[config.mk]
export PLATFORM = sky130hd
export DESIGN_NAME = regfile_wb_arbiter_flat
export DESIGN_NICKNAME = d
export VERILOG_FILES = /design/src/rtl/rv_pkg.sv /design/src/rtl/regfile_wb_arbiter_if.sv /design/src/rtl/rf_scoreboard.sv /design/src/rtl/regfile_wb_arbiter.sv /design/src/flat_wrapper.sv
export SDC_FILE = /design/constraint.sdc
export NUM_CORES = 1
export LEC_CHECK = 0
export CAP_MARGIN = 10
export CORE_AREA = 10 10 186 101
export CTS_CLUSTER_DIAMETER = 60
export DETAILED_ROUTE_END_ITERATION = 12
export DIE_AREA = 0 0 196 111
export HOLD_SLACK_MARGIN = 0.08
export SETUP_SLACK_MARGIN = 0.05
export SKIP_LAST_GASP = 1
export SYNTH_ARGS = -nofsm -noshare
export SYNTH_HDL_FRONTEND = slang
export SYNTH_SLANG_ARGS = --single-unit
[constraint.sdc]
create_clock -name clk -period 3.9 [get_ports clk]
set_input_delay 1.17 -clock clk [delete_from_list [all_inputs] [get_ports clk]]
set_output_delay 1.17 -clock clk [all_outputs]
set_load 0.005 [all_outputs]
[src/rtl/rv_pkg.sv]
// Shared constants and types for the writeback/regfile path.
package rv_pkg;

  localparam int XLEN       = 32;
  localparam int NUM_REGS   = 32;
  localparam int REG_ADDR_W = 5;

  // Writeback requesters; also used as the round-robin "who wins next conflict" pointer.
  typedef enum logic {
    REQ_ALU = 1'b0,
    REQ_LSU = 1'b1
  } req_id_e;

  // The requester that gets priority after `id` wins a conflict.
  function automatic req_id_e other_req(input req_id_e id);
    return (id == REQ_ALU) ? REQ_LSU : REQ_ALU;
  endfunction

endpackage

[src/rtl/regfile_wb_arbiter_if.sv]
// Writeback request, register-file write port, scoreboard and hazard signals.
interface regfile_wb_arbiter_if #(
  parameter int XLEN     = rv_pkg::XLEN,
  parameter int NUM_REGS = rv_pkg::NUM_REGS
);

  localparam int AW = rv_pkg::REG_ADDR_W;

  logic            alu_valid;
  logic [AW-1:0]   alu_rd;
  logic [XLEN-1:0] alu_data;
  logic            alu_ready;

  logic            lsu_valid;
  logic [AW-1:0]   lsu_rd;
  logic [XLEN-1:0] lsu_data;
  logic            lsu_ready;

  logic            rf_write_en;
  logic [AW-1:0]   rf_wr_reg_num;
  logic [XLEN-1:0] rf_write_data;

  logic            rsv_en;
  logic [AW-1:0]   rsv_rd;
  logic [AW-1:0]   chk_rs1;
  logic [AW-1:0]   chk_rs2;
  logic [AW-1:0]   chk_rd;
  logic            hazard;

  logic            flush;
  logic [NUM_REGS-1:0] busy_vec;

  // Arbiter side.
  modport slave (
    input  alu_valid, alu_rd, alu_data,
    input  lsu_valid, lsu_rd, lsu_data,
    input  rsv_en, rsv_rd, chk_rs1, chk_rs2, chk_rd, flush,
    output alu_ready, lsu_ready,
    output rf_write_en, rf_wr_reg_num, rf_write_data,
    output hazard, busy_vec
  );

  // Pipeline / environment side.
  modport master (
    output alu_valid, alu_rd, alu_data,
    output lsu_valid, lsu_rd, lsu_data,
    output rsv_en, rsv_rd, chk_rs1, chk_rs2, chk_rd, flush,
    input  alu_ready, lsu_ready,
    input  rf_write_en, rf_wr_reg_num, rf_write_data,
    input  hazard, busy_vec
  );

endinterface

[src/rtl/rf_scoreboard.sv]
// Per-register busy bits: set by issue-stage reservation, cleared when the
// register's write pulse retires, wiped by flush. Provides the operand hazard.
module rf_scoreboard #(
  parameter int NUM_REGS   = rv_pkg::NUM_REGS,
  parameter int REG_ADDR_W = rv_pkg::REG_ADDR_W
) (
  input  logic                  clk,
  input  logic                  rst_n,
  input  logic                  rsv_en_i,
  input  logic [REG_ADDR_W-1:0] rsv_rd_i,
  input  logic                  clr_en_i,
  input  logic [REG_ADDR_W-1:0] clr_rd_i,
  input  logic                  flush_i,
  input  logic [REG_ADDR_W-1:0] chk_rs1_i,
  input  logic [REG_ADDR_W-1:0] chk_rs2_i,
  input  logic [REG_ADDR_W-1:0] chk_rd_i,
  output logic                  hazard_o,
  output logic [NUM_REGS-1:0]   busy_vec_o
);

  logic [NUM_REGS-1:0] busy_q, busy_d;

  // x0 is never tracked, so index 0 always reads as free.
  function automatic logic is_busy(input logic [NUM_REGS-1:0] vec,
                                   input logic [REG_ADDR_W-1:0] idx);
    logic hit;
    hit = 1'b0;
    for (int i = 1; i < NUM_REGS; i++) begin
      if (idx == REG_ADDR_W'(i)) hit = vec[i];
    end
    return hit;
  endfunction

  // Next busy state: flush wipes everything; otherwise retire first, then reserve so a same-edge reservation wins.
  always_comb begin
    busy_d = busy_q;
    if (flush_i) begin
      busy_d = '0;
    end else begin
      for (int i = 1; i < NUM_REGS; i++) begin
        if (clr_en_i && (clr_rd_i == REG_ADDR_W'(i))) busy_d[i] = 1'b0;
        if (rsv_en_i && (rsv_rd_i == REG_ADDR_W'(i))) busy_d[i] = 1'b1;
      end
    end
  end

  // Busy bit register.
  always_ff @(posedge clk or negedge rst_n) begin
    if (!rst_n) busy_q <= '0;
    else        busy_q <= busy_d;
  end

  // Hazard straight off the registered bits: no bypass of the retiring write.
  always_comb begin
    hazard_o = is_busy(busy_q, chk_rs1_i) ||
               is_busy(busy_q, chk_rs2_i) ||
               is_busy(busy_q, chk_rd_i);
  end

  assign busy_vec_o = busy_q;

endmodule

[src/rtl/regfile_wb_arbiter.sv]
// Round-robin arbiter between ALU and LSU writeback onto a single register-file
// write port, registered with one cycle of latency, plus the busy scoreboard.
module regfile_wb_arbiter #(
  parameter int NUM_REGS = rv_pkg::NUM_REGS,
  parameter int XLEN     = rv_pkg::XLEN
) (
  input  logic                clk,
  input  logic                rst_n,
  regfile_wb_arbiter_if.slave bus
);

  localparam int AW = rv_pkg::REG_ADDR_W;

  rv_pkg::req_id_e rr_q, rr_d;
  logic            wr_en_q, wr_en_d;
  logic [AW-1:0]   wr_num_q, wr_num_d;
  logic [XLEN-1:0] wr_data_q, wr_data_d;

  logic alu_ready, lsu_ready;
  logic alu_acc, lsu_acc;

  // Ready depends only on the other requester and the pointer, never on the requester's own valid.
  always_comb begin
    alu_ready = 1'b0;
    lsu_ready = 1'b0;
    if (rst_n && !bus.flush) begin
      alu_ready = !bus.lsu_valid || (rr_q == rv_pkg::REQ_ALU);
      lsu_ready = !bus.alu_valid || (rr_q == rv_pkg::REQ_LSU);
    end
  end

  // Grant capture and pointer advance; the pointer moves only on a real conflict.
  always_comb begin
    alu_acc   = bus.alu_valid && alu_ready;
    lsu_acc   = bus.lsu_valid && lsu_ready;
    rr_d      = rr_q;
    wr_en_d   = 1'b0;
    wr_num_d  = wr_num_q;
    wr_data_d = wr_data_q;

    if (bus.alu_valid && bus.lsu_valid && !bus.flush) begin
      rr_d = rv_pkg::other_req(lsu_acc ? rv_pkg::REQ_LSU : rv_pkg::REQ_ALU);
    end

    // A write to x0 completes the handshake but never reaches the port; data/num hold.
    if (lsu_acc) begin
      if (bus.lsu_rd != '0) begin
        wr_en_d   = 1'b1;
        wr_num_d  = bus.lsu_rd;
        wr_data_d = bus.lsu_data;
      end
    end else if (alu_acc) begin
      if (bus.alu_rd != '0) begin
        wr_en_d   = 1'b1;
        wr_num_d  = bus.alu_rd;
        wr_data_d = bus.alu_data;
      end
    end
  end

  // Round-robin pointer and registered write port.
  always_ff @(posedge clk or negedge rst_n) begin
    if (!rst_n) begin
      rr_q      <= rv_pkg::REQ_LSU;
      wr_en_q   <= 1'b0;
      wr_num_q  <= '0;
      wr_data_q <= '0;
    end else begin
      rr_q      <= rr_d;
      wr_en_q   <= wr_en_d;
      wr_num_q  <= wr_num_d;
      wr_data_q <= wr_data_d;
    end
  end

  rf_scoreboard #(
    .NUM_REGS   (NUM_REGS),
    .REG_ADDR_W (AW)
  ) u_scoreboard (
    .clk        (clk),
    .rst_n      (rst_n),
    .rsv_en_i   (bus.rsv_en),
    .rsv_rd_i   (bus.rsv_rd),
    .clr_en_i   (wr_en_q),
    .clr_rd_i   (wr_num_q),
    .flush_i    (bus.flush),
    .chk_rs1_i  (bus.chk_rs1),
    .chk_rs2_i  (bus.chk_rs2),
    .chk_rd_i   (bus.chk_rd),
    .hazard_o   (bus.hazard),
    .busy_vec_o (bus.busy_vec)
  );

  assign bus.alu_ready     = alu_ready;
  assign bus.lsu_ready     = lsu_ready;
  assign bus.rf_write_en   = wr_en_q;
  assign bus.rf_wr_reg_num = wr_num_q;
  assign bus.rf_write_data = wr_data_q;

endmodule

[src/flat_wrapper.sv]
// flat-port wrapper written by rule: the top's interface ports become plain ports
module regfile_wb_arbiter_flat 
#(
  parameter int NUM_REGS = rv_pkg::NUM_REGS,
  parameter int XLEN     = rv_pkg::XLEN
)
  (clk, rst_n, bus_alu_valid, bus_alu_rd, bus_alu_data, bus_lsu_valid, bus_lsu_rd, bus_lsu_data, bus_rsv_en, bus_rsv_rd, bus_chk_rs1, bus_chk_rs2, bus_chk_rd, bus_flush, bus_alu_ready, bus_lsu_ready, bus_rf_write_en, bus_rf_wr_reg_num, bus_rf_write_data, bus_hazard, bus_busy_vec);
  regfile_wb_arbiter_if #(.XLEN(XLEN), .NUM_REGS(NUM_REGS)) bus_i ();
  input  logic clk;
  input  logic rst_n;
  input wire logic [$bits(bus_i.alu_valid)-1:0] bus_alu_valid;
  input wire logic [$bits(bus_i.alu_rd)-1:0] bus_alu_rd;
  input wire logic [$bits(bus_i.alu_data)-1:0] bus_alu_data;
  input wire logic [$bits(bus_i.lsu_valid)-1:0] bus_lsu_valid;
  input wire logic [$bits(bus_i.lsu_rd)-1:0] bus_lsu_rd;
  input wire logic [$bits(bus_i.lsu_data)-1:0] bus_lsu_data;
  input wire logic [$bits(bus_i.rsv_en)-1:0] bus_rsv_en;
  input wire logic [$bits(bus_i.rsv_rd)-1:0] bus_rsv_rd;
  input wire logic [$bits(bus_i.chk_rs1)-1:0] bus_chk_rs1;
  input wire logic [$bits(bus_i.chk_rs2)-1:0] bus_chk_rs2;
  input wire logic [$bits(bus_i.chk_rd)-1:0] bus_chk_rd;
  input wire logic [$bits(bus_i.flush)-1:0] bus_flush;
  output wire logic [$bits(bus_i.alu_ready)-1:0] bus_alu_ready;
  output wire logic [$bits(bus_i.lsu_ready)-1:0] bus_lsu_ready;
  output wire logic [$bits(bus_i.rf_write_en)-1:0] bus_rf_write_en;
  output wire logic [$bits(bus_i.rf_wr_reg_num)-1:0] bus_rf_wr_reg_num;
  output wire logic [$bits(bus_i.rf_write_data)-1:0] bus_rf_write_data;
  output wire logic [$bits(bus_i.hazard)-1:0] bus_hazard;
  output wire logic [$bits(bus_i.busy_vec)-1:0] bus_busy_vec;
  assign bus_i.alu_valid = bus_alu_valid;
  assign bus_i.alu_rd = bus_alu_rd;
  assign bus_i.alu_data = bus_alu_data;
  assign bus_i.lsu_valid = bus_lsu_valid;
  assign bus_i.lsu_rd = bus_lsu_rd;
  assign bus_i.lsu_data = bus_lsu_data;
  assign bus_i.rsv_en = bus_rsv_en;
  assign bus_i.rsv_rd = bus_rsv_rd;
  assign bus_i.chk_rs1 = bus_chk_rs1;
  assign bus_i.chk_rs2 = bus_chk_rs2;
  assign bus_i.chk_rd = bus_chk_rd;
  assign bus_i.flush = bus_flush;
  assign bus_alu_ready = bus_i.alu_ready;
  assign bus_lsu_ready = bus_i.lsu_ready;
  assign bus_rf_write_en = bus_i.rf_write_en;
  assign bus_rf_wr_reg_num = bus_i.rf_wr_reg_num;
  assign bus_rf_write_data = bus_i.rf_write_data;
  assign bus_hazard = bus_i.hazard;
  assign bus_busy_vec = bus_i.busy_vec;
  regfile_wb_arbiter #(.NUM_REGS(NUM_REGS), .XLEN(XLEN)) u_core (.clk(clk), .rst_n(rst_n), .bus(bus_i));
endmodule
==> results of run 1 <==
tightest hold or removal path, stage by stage (launching register included):
cell and delay [ns]:
dfstp_2 0.38, inv_1 0.06, a21oi_1 0.06
per-layer routing:
layer | up-vias | GRT usage | share of wire
li1 | 2467 | - | -
met5 | - | 0 | 0
met2 | 273 | 0.244 | 0.41
met3 | 22 | 0.0652 | 0.12
met4 | 0 | 0.0233 | 0.0097
met1 | 2470 | 0.251 | 0.46
cell type report:
cell class | instances | area [um^2] | area share
inverters | 13 | 48.8 | 0.00664
clock inverters | 7 | 57.6 | 0.00783
multi-input cells | 442 | 2720 | 0.371
well taps | 210 | 263 | 0.0357
clock buffers | 9 | 225 | 0.0306
flip-flops and latches | 70 | 1750 | 0.238
repair buffers | 241 | 2280 | 0.310
cell families (layout without fill, tap and decap cells):
family	count (synthesis)	after routing	synth area share
mux	56	56	0.129
buf+inv	53	270	0.0515
compound gates	190	190	0.239
other cells	1	1	0.000816
simple gates	195	195	0.198
flops	70	70	0.382
flip-flops by register name, summed over array words and instances, names as in the netlist:
signal and count:
u_core.bus.rf_wr_reg_num 5, u_core.u_scoreboard.busy_vec_o 31, u_core.rr_q 1, u_core.bus.rf_write_en 1, u_core.bus.rf_write_data 32
power breakdown:
| group | switching [mW] | leakage [nW] | internal (mW) |
|---|---|---|---|
| combinational | 0.331 | 2.09 | 0.410 |
| sequential | 0.0737 | 0.861 | 0.824 |
| clock | 0.340 | 0.134 | 0.439 |
cells in the mapped netlist, drive strengths merged, types with 4 or more instances:
master   count
a21oi       86
a31oi        4
buf         19
clkbuf      21
dfrtp       69
inv         13
mux2i       51
nand2       55
nand2b      14
nand3       12
nand4        4
nor2        67
nor2b       11
nor3        12
nor3b        5
nor4         6
o2111ai      5
o211ai       5
o21ai       54
o22ai        8
per-stage QoR:
step / hold slack, ns / TNS, ns / util / setup slack, ns / cell area [um^2]
after floorplan: 0.468 / 0 / - / 0.151 / 4590
after global placement: 0.479 / -1.04 / 0.432 / -1.04 / 6820
after detailed placement: 0.490 / -1.07 / 0.432 / -1.07 / 6820
after CTS: 0.499 / -0.193 / 0.466 / -0.193 / 7350
after global routing: 0.530 / -0.350 / 0.466 / -0.350 / 7350
final: 0.496 / -0.218 / 0.466 / -0.218 / 7350
worst max path at each step:
stage	from	end	slack, ns	depth (start not counted)
after global placement	bus_chk_rs2[4]	bus_hazard	-1.04	9
after floorplan	bus_chk_rs2[1]	bus_hazard	0.15	6
after global routing	bus_chk_rs1[1]	bus_hazard	-0.35	9
after CTS	bus_chk_rs2[4]	bus_hazard	-0.19	9
after detailed placement	bus_chk_rs2[4]	bus_hazard	-1.07	9
final	bus_chk_rs1[1]	bus_hazard	-0.22	9
repair_timing:
item	4_1_cts	5_1_grt
buffers inserted	13	0
endpoints found under the setup margin	1	1
endpoints found under the hold margin	0	0
gates resized for setup	76	0
cloned	3	0
pin swaps	15	0
==> results.sh, run 1 <==
export IMPL_grt_pass1_vias=5231
export IMPL_fmax_mhz=243
export IMPL_power_mw=2.42
export IMPL_drtAntennaViolNets=0
export IMPL_avgRoutedWirePerCell_um=19.9
export IMPL_cp_slowest_cell="nor4_4"
export IMPL_firstDrtPassIters=5
export IMPL_hold_start="u_core.rr_q"
export IMPL_report_final_slew_viol_count=0
export IMPL_final_net_count=877
export IMPL_r2r_start="u_core.rr_q"
export IMPL_antenna_found_initial=0
export IMPL_synth_seq_cells=70
export IMPL_ios=173
export IMPL_syn_nets=665
export IMPL_cts_tree="yes"
export IMPL_reg2reg_to="u_core.bus.rf_write_data[4]"
export IMPL_critPathBufInv=3
export IMPL_yosys_warnings=0
export IMPL_syn_inst=565
export IMPL_coreArea_um2=15800
export IMPL_chipWidth_um=196
export IMPL_critPathKind="primary input to output pin"
export IMPL_avgViaCountPerCell=5.27
export IMPL_r2r_cells=7
export IMPL_totalWireLength_um=19800
export IMPL_violations="negative setup slack"
export IMPL_clk_latency_ns=0.34
export IMPL_slowest_delay_ns=0.37
export IMPL_overflow=0
export IMPL_grt_max_degree=72
export IMPL_arrival_ns=2.95
export IMPL_drive_gt1_frac=0.156
export IMPL_slew_headroom=0.396
export IMPL_rows=33
export IMPL_hold_viol_final=0
export IMPL_setup_viol=1
export IMPL_synth_top_flop_cell="dfrtp_1"
export IMPL_htree_levels=3
export IMPL_drt_initial_drc_count=622
export IMPL_required_ns=2.73
export IMPL_port_buffers=171
export IMPL_grt_pass1_wl_um=30400
export IMPL_track_usage=0.174
export IMPL_routabilityCongestion=0.879
export IMPL_root_buffer="clkbuf_16"
export IMPL_path_max_fanout=5
export IMPL_hold_buffers=0
export IMPL_seq_area_frac_synth=0.382
export IMPL_ys_async_sr_fraction=1.00
export IMPL_yosysTopAreaCellShare=0.376
export IMPL_worst_pin_slew_ns=0.906
export IMPL_cap_violations=0
export IMPL_critPathTopFamily="buffers and inverters"
export IMPL_synth_largest_area_cell="dfrtp_1"
export IMPL_num_fill_cells=1549
export IMPL_layout_commonest_cell="clkdlybuf4s50_1"
export IMPL_hold_depth=2
export IMPL_min_to="u_core.rr_q"
export IMPL_cts_buffers=9
export IMPL_area_growth_synth_to_final_pct=60.0
export IMPL_setup_worst_path_start_class="primary input"
export IMPL_ff2ff_setup_slack_ns=1.84
export IMPL_fin_crit_ns=4.12
export IMPL_p_leak_nw=3.09
export IMPL_rsz0062_at_grt="true"
export IMPL_avgSynthCellArea_um2=8.13
export IMPL_clkSinkCount=70
export IMPL_die_height_um=111
export IMPL_yosysUniqueCellTypes=57
export IMPL_clk_path_buf_depth=2
export IMPL_final_cell_mix="clkdlybuf4s50_1, a21oi_1, dfrtp_1, nor2_1, buf_4"
export IMPL_drc=0
export IMPL_start_util=0.291
export IMPL_ir_drop_v=0.000208
export IMPL_synth_area_um2=4590
export IMPL_final_cells=992
export IMPL_cts_reportedPaths_clkPinSlew_ns=0.07
export IMPL_period_share=1.06
export IMPL_setup_ws_ns=-0.218
export IMPL_synth_edf_count=0
export IMPL_antenna_cells=0
export IMPL_skew_ns=0.00984
export IMPL_dp_hpwl_um=15200
export IMPL_status="finished with violations"
export IMPL_p_per_area_nw_per_um2=329
export IMPL_dieArea_um2=21800
export IMPL_via_count=5232
export IMPL_place_inst=960
export IMPL_yosys_top_cells_area="dfrtp_1, mux2i_1, a21oi_1"
export IMPL_setup_worst_path_end_class="output pin"
export IMPL_path_cells="clkdlybuf4s15_1, buf_4, nand2_2, o22ai_2, o21ai_1, o2111ai_2, nor4_4, o311ai_2, buf_2"
export IMPL_min_delay_path_class="flop to flop"
Note: power is estimated with default switching activity, not from simulation.
==> run 2, diff against run 1 <==
Settings changed: PLACE_DENSITY_LB_ADDON set to 0.12.
==> run 2 against run 1 <==
Against the previous run:
- the flow still finishes with violations (negative setup slack)
- core utilization is 0.095 points higher
- worst hold slack better by 0.021 ns
- cell count is 0.30% lower
- worst setup slack better by 0.049 ns
- die area stayed put
- power is 1.1% lower
- register-to-register slack worse by 0.08 ns
- clock-buffer cell count stayed put
- sequential cell count stayed put
- critical path depth is 2 higher
- largest cell class unchanged
- largest power group unchanged
==> results.sh, run 2 (synthesis gave the netlist of run 1 again) <==
export IMPL_busiest_layer="met1"
export IMPL_dieArea_um2=21800
export IMPL_antenna_cells=0
export IMPL_setup_worst_path_start_class="primary input"
export IMPL_layout_commonest_cell="clkdlybuf4s50_1"
export IMPL_rsz0062_at_grt="true"
export IMPL_r2r_cells=7
export IMPL_grt_pass1_vias=5233
export IMPL_drive_gt1_frac=0.155
export IMPL_avgRoutedWirePerCell_um=20.5
export IMPL_setup_tns_ns=-0.169
export IMPL_clk_path_buf_depth=2
export IMPL_track_usage=0.181
export IMPL_period_share=1.04
export IMPL_drt_initial_drc_count=674
export IMPL_clkSinkCount=70
export IMPL_die_height_um=111
export IMPL_port_buffers=171
export IMPL_finish_utilization=0.467
export IMPL_violations="negative setup slack"
export IMPL_p_per_area_nw_per_um2=325
export IMPL_fmax_mhz=246
export IMPL_cap_violations=0
export IMPL_area_growth_synth_to_final_pct=60.4
export IMPL_via_count=5206
export IMPL_status="finished with violations"
export IMPL_report_final_slew_viol_count=0
export IMPL_power_switching_mw=0.729
export IMPL_clkPwrFrac=0.314
export IMPL_drtAntennaViolNets=0
export IMPL_setup_worst_path_end_class="output pin"
export IMPL_final_net_count=874
export IMPL_totalWireLength_um=20300
export IMPL_root_buffer="clkbuf_16"
export IMPL_worst_pin_slew_ns=0.911
export IMPL_firstDrtPassIters=5
export IMPL_final_cells=989
export IMPL_p_leak_nw=3.09
export IMPL_drc=0
export IMPL_chipWidth_um=196
export IMPL_met1_usage=0.258
export IMPL_cts_reportedPaths_clkPinSlew_ns=0.06
export IMPL_ios=173
export IMPL_avgViaCountPerCell=5.26
export IMPL_coreArea_um2=15800
export IMPL_routabilityCongestion=0.944
export IMPL_htree_levels=3
export IMPL_required_ns=2.73
export IMPL_setup_viol=1
export IMPL_path_cells="clkdlybuf4s15_2, bufbuf_16, nand2b_1, buf_4, o22ai_1, a21oi_1, o22ai_1, a21oi_1, nor2_1, o311ai_1, buf_2"
export IMPL_min_delay_path_class="flop to flop"
export IMPL_place_inst=963
export IMPL_gr_usage_met3=0.0755
export IMPL_dpl_cell_area_um2=6830
export IMPL_start_util=0.291
export IMPL_cts_tree="yes"
export IMPL_hold_depth=2
export IMPL_overflow=0
export IMPL_path_max_fanout=10
export IMPL_antenna_found_initial=0
export IMPL_comb_power_share=0.311
export IMPL_arrival_ns=2.90
export IMPL_rows=33
export IMPL_cts_buffers=9
export IMPL_hold_viol_final=0
export IMPL_grt_util_met2=0.250
export IMPL_final_cell_mix="clkdlybuf4s50_1, a21oi_1, dfrtp_1, nor2_1"
export IMPL_power_internal_mw=1.66
export IMPL_skew_ns=0.0111
export IMPL_dp_hpwl_um=15800
export IMPL_setup_ws_ns=-0.169
export IMPL_seqPwrFrac=0.376
export IMPL_swShare=0.305
export IMPL_fin_crit_ns=4.07
export IMPL_hold_buffers=0
export IMPL_slowest_delay_ns=0.27
export IMPL_clk_latency_ns=0.33
export IMPL_slew_headroom=0.393
export IMPL_cp_slowest_cell="bufbuf_16"
export IMPL_ir_drop_v=0.000213
export IMPL_critPathKind="primary input to output pin"
export IMPL_largest_register_ffs=32
export IMPL_grt_pass1_wl_um=31400
export IMPL_final_area_um2=7370
export IMPL_grt_max_degree=72
-- run 2: what timing repair did --
item,4_1_cts,5_1_grt
gates cloned,3,0
pin swaps,13,2
buffers inserted,7,0
setup endpoints to repair,1,2
resized for setup,75,4
-- run 2: final cells by class --
cell class                 instances  area (um^2)
fill                            1523         8410
multi-input combinational        442         2740
timing repair buffer             238         2290
sequential                        70         1750
tap                              210          263
clock buffer                       9          225
clock inverter                     7         51.3
inverter                          13         48.8
-- run 2: path summary, 6_finish.rpt --
kind | start | endpoint | slack (ns)
hold reg to reg | u_core.rr_q | u_core.rr_q | 0.52
min in group asynchronous | rst_n | u_core.bus.rf_write_data[23] | 1.06
setup reg to reg | u_core.rr_q | u_core.bus.rf_write_data[14] | 1.76
hold / removal | u_core.rr_q | u_core.rr_q | 0.52
max in group asynchronous | rst_n | u_core.bus.rf_write_data[0] | 2.22
setup / recovery | bus_chk_rd[1] | bus_hazard | -0.17
-- run 2: power groups by stage --
| stage | sequential [mW] | combinational (mW) | clock, mW |
|---|---|---|---|
| after detailed placement | 0.910 | 0.719 | 0 |
| after floorplan | 0.907 | 0.261 | 0 |
| final | 0.898 | 0.743 | 0.751 |
| after global routing | 0.916 | 0.803 | 0.811 |
| after global placement | 0.906 | 0.718 | 0 |
| after CTS | 0.899 | 0.745 | 0.769 |
-- run 2: routing by layer --
layer  wire length, um  part of all wire  vias to the layer above
li1                  -                 -                     2459
met3              2210              0.11                       23
met2              8310              0.41                      240
met1              9580              0.47                     2484
met4               195            0.0096                        0
met5                 0                 0                        -
-- run 2: stage by stage --
stage | setup slack, ns | power [mW] | hold slack, ns
after floorplan | 0.151 | 1.17 | 0.468
after global placement | -0.989 | 1.62 | 0.477
after detailed placement | -1.02 | 1.63 | 0.499
after CTS | -0.131 | 2.41 | 0.508
after global routing | -0.256 | 2.53 | 0.530
final | -0.169 | 2.39 | 0.517
-- run 2: critical path, delay by kind of cell --
kind,cells,cell delay (ns)
buffers and inverters,4,0.76
AOI/OAI and AO/OA,5,0.77
and+or+nand+nor,2,0.18
==> run 3, diff against run 2 <==
Settings changed: CORE_AREA 10 10 186 101 to 10 10 163 89, DIE_AREA 0 0 196 111 to 0 0 173 99.
==> run 3 against run 2 <==
Against the previous run:
- the run still ends with negative setup slack left
- fmax is 1.6% lower
- sequential share of layout area is 0.26 points higher
- register-to-register slack better by 0.04 ns
- critical path depth is 3 lower
- die area is 21% lower
- non-clock buffer count is 7 lower
- first-iteration DRC count is 34% lower
- clock skew is 0.0071 ns lower
==> results.sh, run 3 (synthesis gave the netlist of run 1 again) <==
export IMPL_status="finished with violations"
export IMPL_violations="negative setup slack"
export IMPL_cts_reportedPaths_clkPinSlew_ns=0.05
export IMPL_dp_hpwl_um=14000
export IMPL_slew_headroom=0.411
export IMPL_die_height_um=99
export IMPL_setup_worst_path_end_class="output pin"
export IMPL_totalWireLength_um=18300
export IMPL_routabilityCongestion=0.930
export IMPL_antenna_found_initial=0
export IMPL_cts_buffers=9
export IMPL_avgViaCountPerCell=5.47
export IMPL_area_sequential_um2=1750
export IMPL_clk_latency_ns=0.33
export IMPL_port_buffers=171
export IMPL_final_cell_mix="clkdlybuf4s50_1, a21oi_1, dfrtp_1, nor2_1, nand2_1"
export IMPL_comb_power_share=0.303
export IMPL_ir_drop_v=0.000180
export IMPL_arrival_ns=2.96
export IMPL_seqPwrFrac=0.369
export IMPL_p_per_area_nw_per_um2=334
export IMPL_dieArea_um2=17100
export IMPL_htree_levels=3
export IMPL_worst_pin_slew_ns=0.883
export IMPL_final_area_um2=7290
export IMPL_drive_gt1_frac=0.141
export IMPL_drtAntennaViolNets=0
export IMPL_num_fill_cells=1050
export IMPL_hold_viol_final=0
export IMPL_cap_violations=0
export IMPL_antenna_cells=0
export IMPL_skew_ns=0.00399
export IMPL_clk_path_buf_depth=2
export IMPL_firstDrtPassIters=5
export IMPL_path_max_fanout=2
export IMPL_via_count=5123
export IMPL_dpl_cell_area_um2=6780
export IMPL_grt_pass1_vias=5114
export IMPL_p_leak_nw=3.05
export IMPL_swShare=0.285
export IMPL_root_buffer="clkbuf_16"
export IMPL_setup_ws_ns=-0.233
export IMPL_cts_tree="yes"
export IMPL_track_usage=0.206
export IMPL_rows=28
export IMPL_required_ns=2.73
export IMPL_clkSinkCount=70
export IMPL_drt_initial_drc_count=445
export IMPL_power_internal_mw=1.74
export IMPL_overflow=0
export IMPL_setup_worst_path_start_class="primary input"
export IMPL_ios=173
export IMPL_power_switching_mw=0.693
export IMPL_report_final_slew_viol_count=0
export IMPL_avgRoutedWirePerCell_um=19.6
export IMPL_place_ws_ns=-0.949
export IMPL_area_growth_synth_to_final_pct=58.6
export IMPL_rsz0062_at_grt="true"
export IMPL_drc=0
export IMPL_final_net_count=867
export IMPL_layout_commonest_cell="clkdlybuf4s50_1"
export IMPL_min_delay_path_class="flop to flop"
export IMPL_grt_max_degree=72
export IMPL_fmax_mhz=242
export IMPL_setup_tns_ns=-0.233
export IMPL_critPathKind="primary input to output pin"
export IMPL_setup_viol=1
export IMPL_period_share=1.06
export IMPL_largest_register_ffs=32
export IMPL_start_util=0.395
export IMPL_clkPwrFrac=0.328
export IMPL_chipWidth_um=173
export IMPL_grt_pass1_wl_um=28500
export IMPL_fin_crit_ns=4.13
export IMPL_multi_input_area_um2=2760
export IMPL_coreArea_um2=11600
-- run 3: power groups by stage --
stage | clock (mW) | combinational (mW) | sequential (mW)
2_1_floorplan | 0 | 0.261 | 0.907
3_3_place_gp | 0 | 0.716 | 0.902
3_5_place_dp | 0 | 0.718 | 0.907
4_1_cts | 0.809 | 0.730 | 0.899
5_1_grt | 0.852 | 0.803 | 0.913
6_report | 0.797 | 0.737 | 0.898
-- run 3: through the flow --
stage,cells,util,hold slack [ns],total power [mW]
2_1_floorplan,565,-,0.468,1.17
3_3_place_gp,915,0.583,0.479,1.62
3_5_place_dp,915,0.583,0.489,1.63
4_1_cts,933,0.617,0.497,2.44
5_1_grt,936,0.626,0.538,2.57
6_report,936,0.626,0.500,2.43
-- run 3: critical path, cell delays in order --
cell       delay, ns
buf_6           0.09
or3_4           0.37
mux4_2          0.50
o2bb2ai_4       0.16
a31oi_4         0.06
nor4_4          0.31
o311ai_2        0.15
buf_2           0.15
-- run 3: cell type report --
cell class                 instances  share of cell area
multi-input combinational        442               0.379
timing repair buffer             231               0.305
sequential                        70               0.241
clock buffer                      11              0.0333
tap                              165              0.0283
inverter                          13             0.00670
clock inverter                     4             0.00653
-- run 3: timing repair --
action                                  in CTS  in global routing
buffers inserted                             2                  3
resized for setup                           59                 19
hold buffers                                 0                  0
pin swaps                                   14                 10
gates cloned                                 1                  0
endpoints found under the setup margin       1                  1
-- run 3: final timing paths --
check	start	end	cells past startpoint	slack, ns
hold / removal	u_core.rr_q	u_core.rr_q	2	0.50
min in group asynchronous	rst_n	u_core.bus.rf_write_data[16]	2	1.09
max in group asynchronous	rst_n	u_core.bus.rf_wr_reg_num[1]	2	2.24
setup reg to reg	u_core.rr_q	u_core.bus.rf_write_data[14]	7	1.80
setup / recovery	bus_chk_rs2[3]	bus_hazard	8	-0.23
hold reg to reg	u_core.rr_q	u_core.rr_q	2	0.50
-- run 3: routing by layer --
metal	wire (um)	up-vias	GRT usage
li1	-	2441	-
met1	7380	2418	0.244
met3	1990	22	0.0845
met4	223	0	0.0514
met5	0	-	0
met2	8760	242	0.344
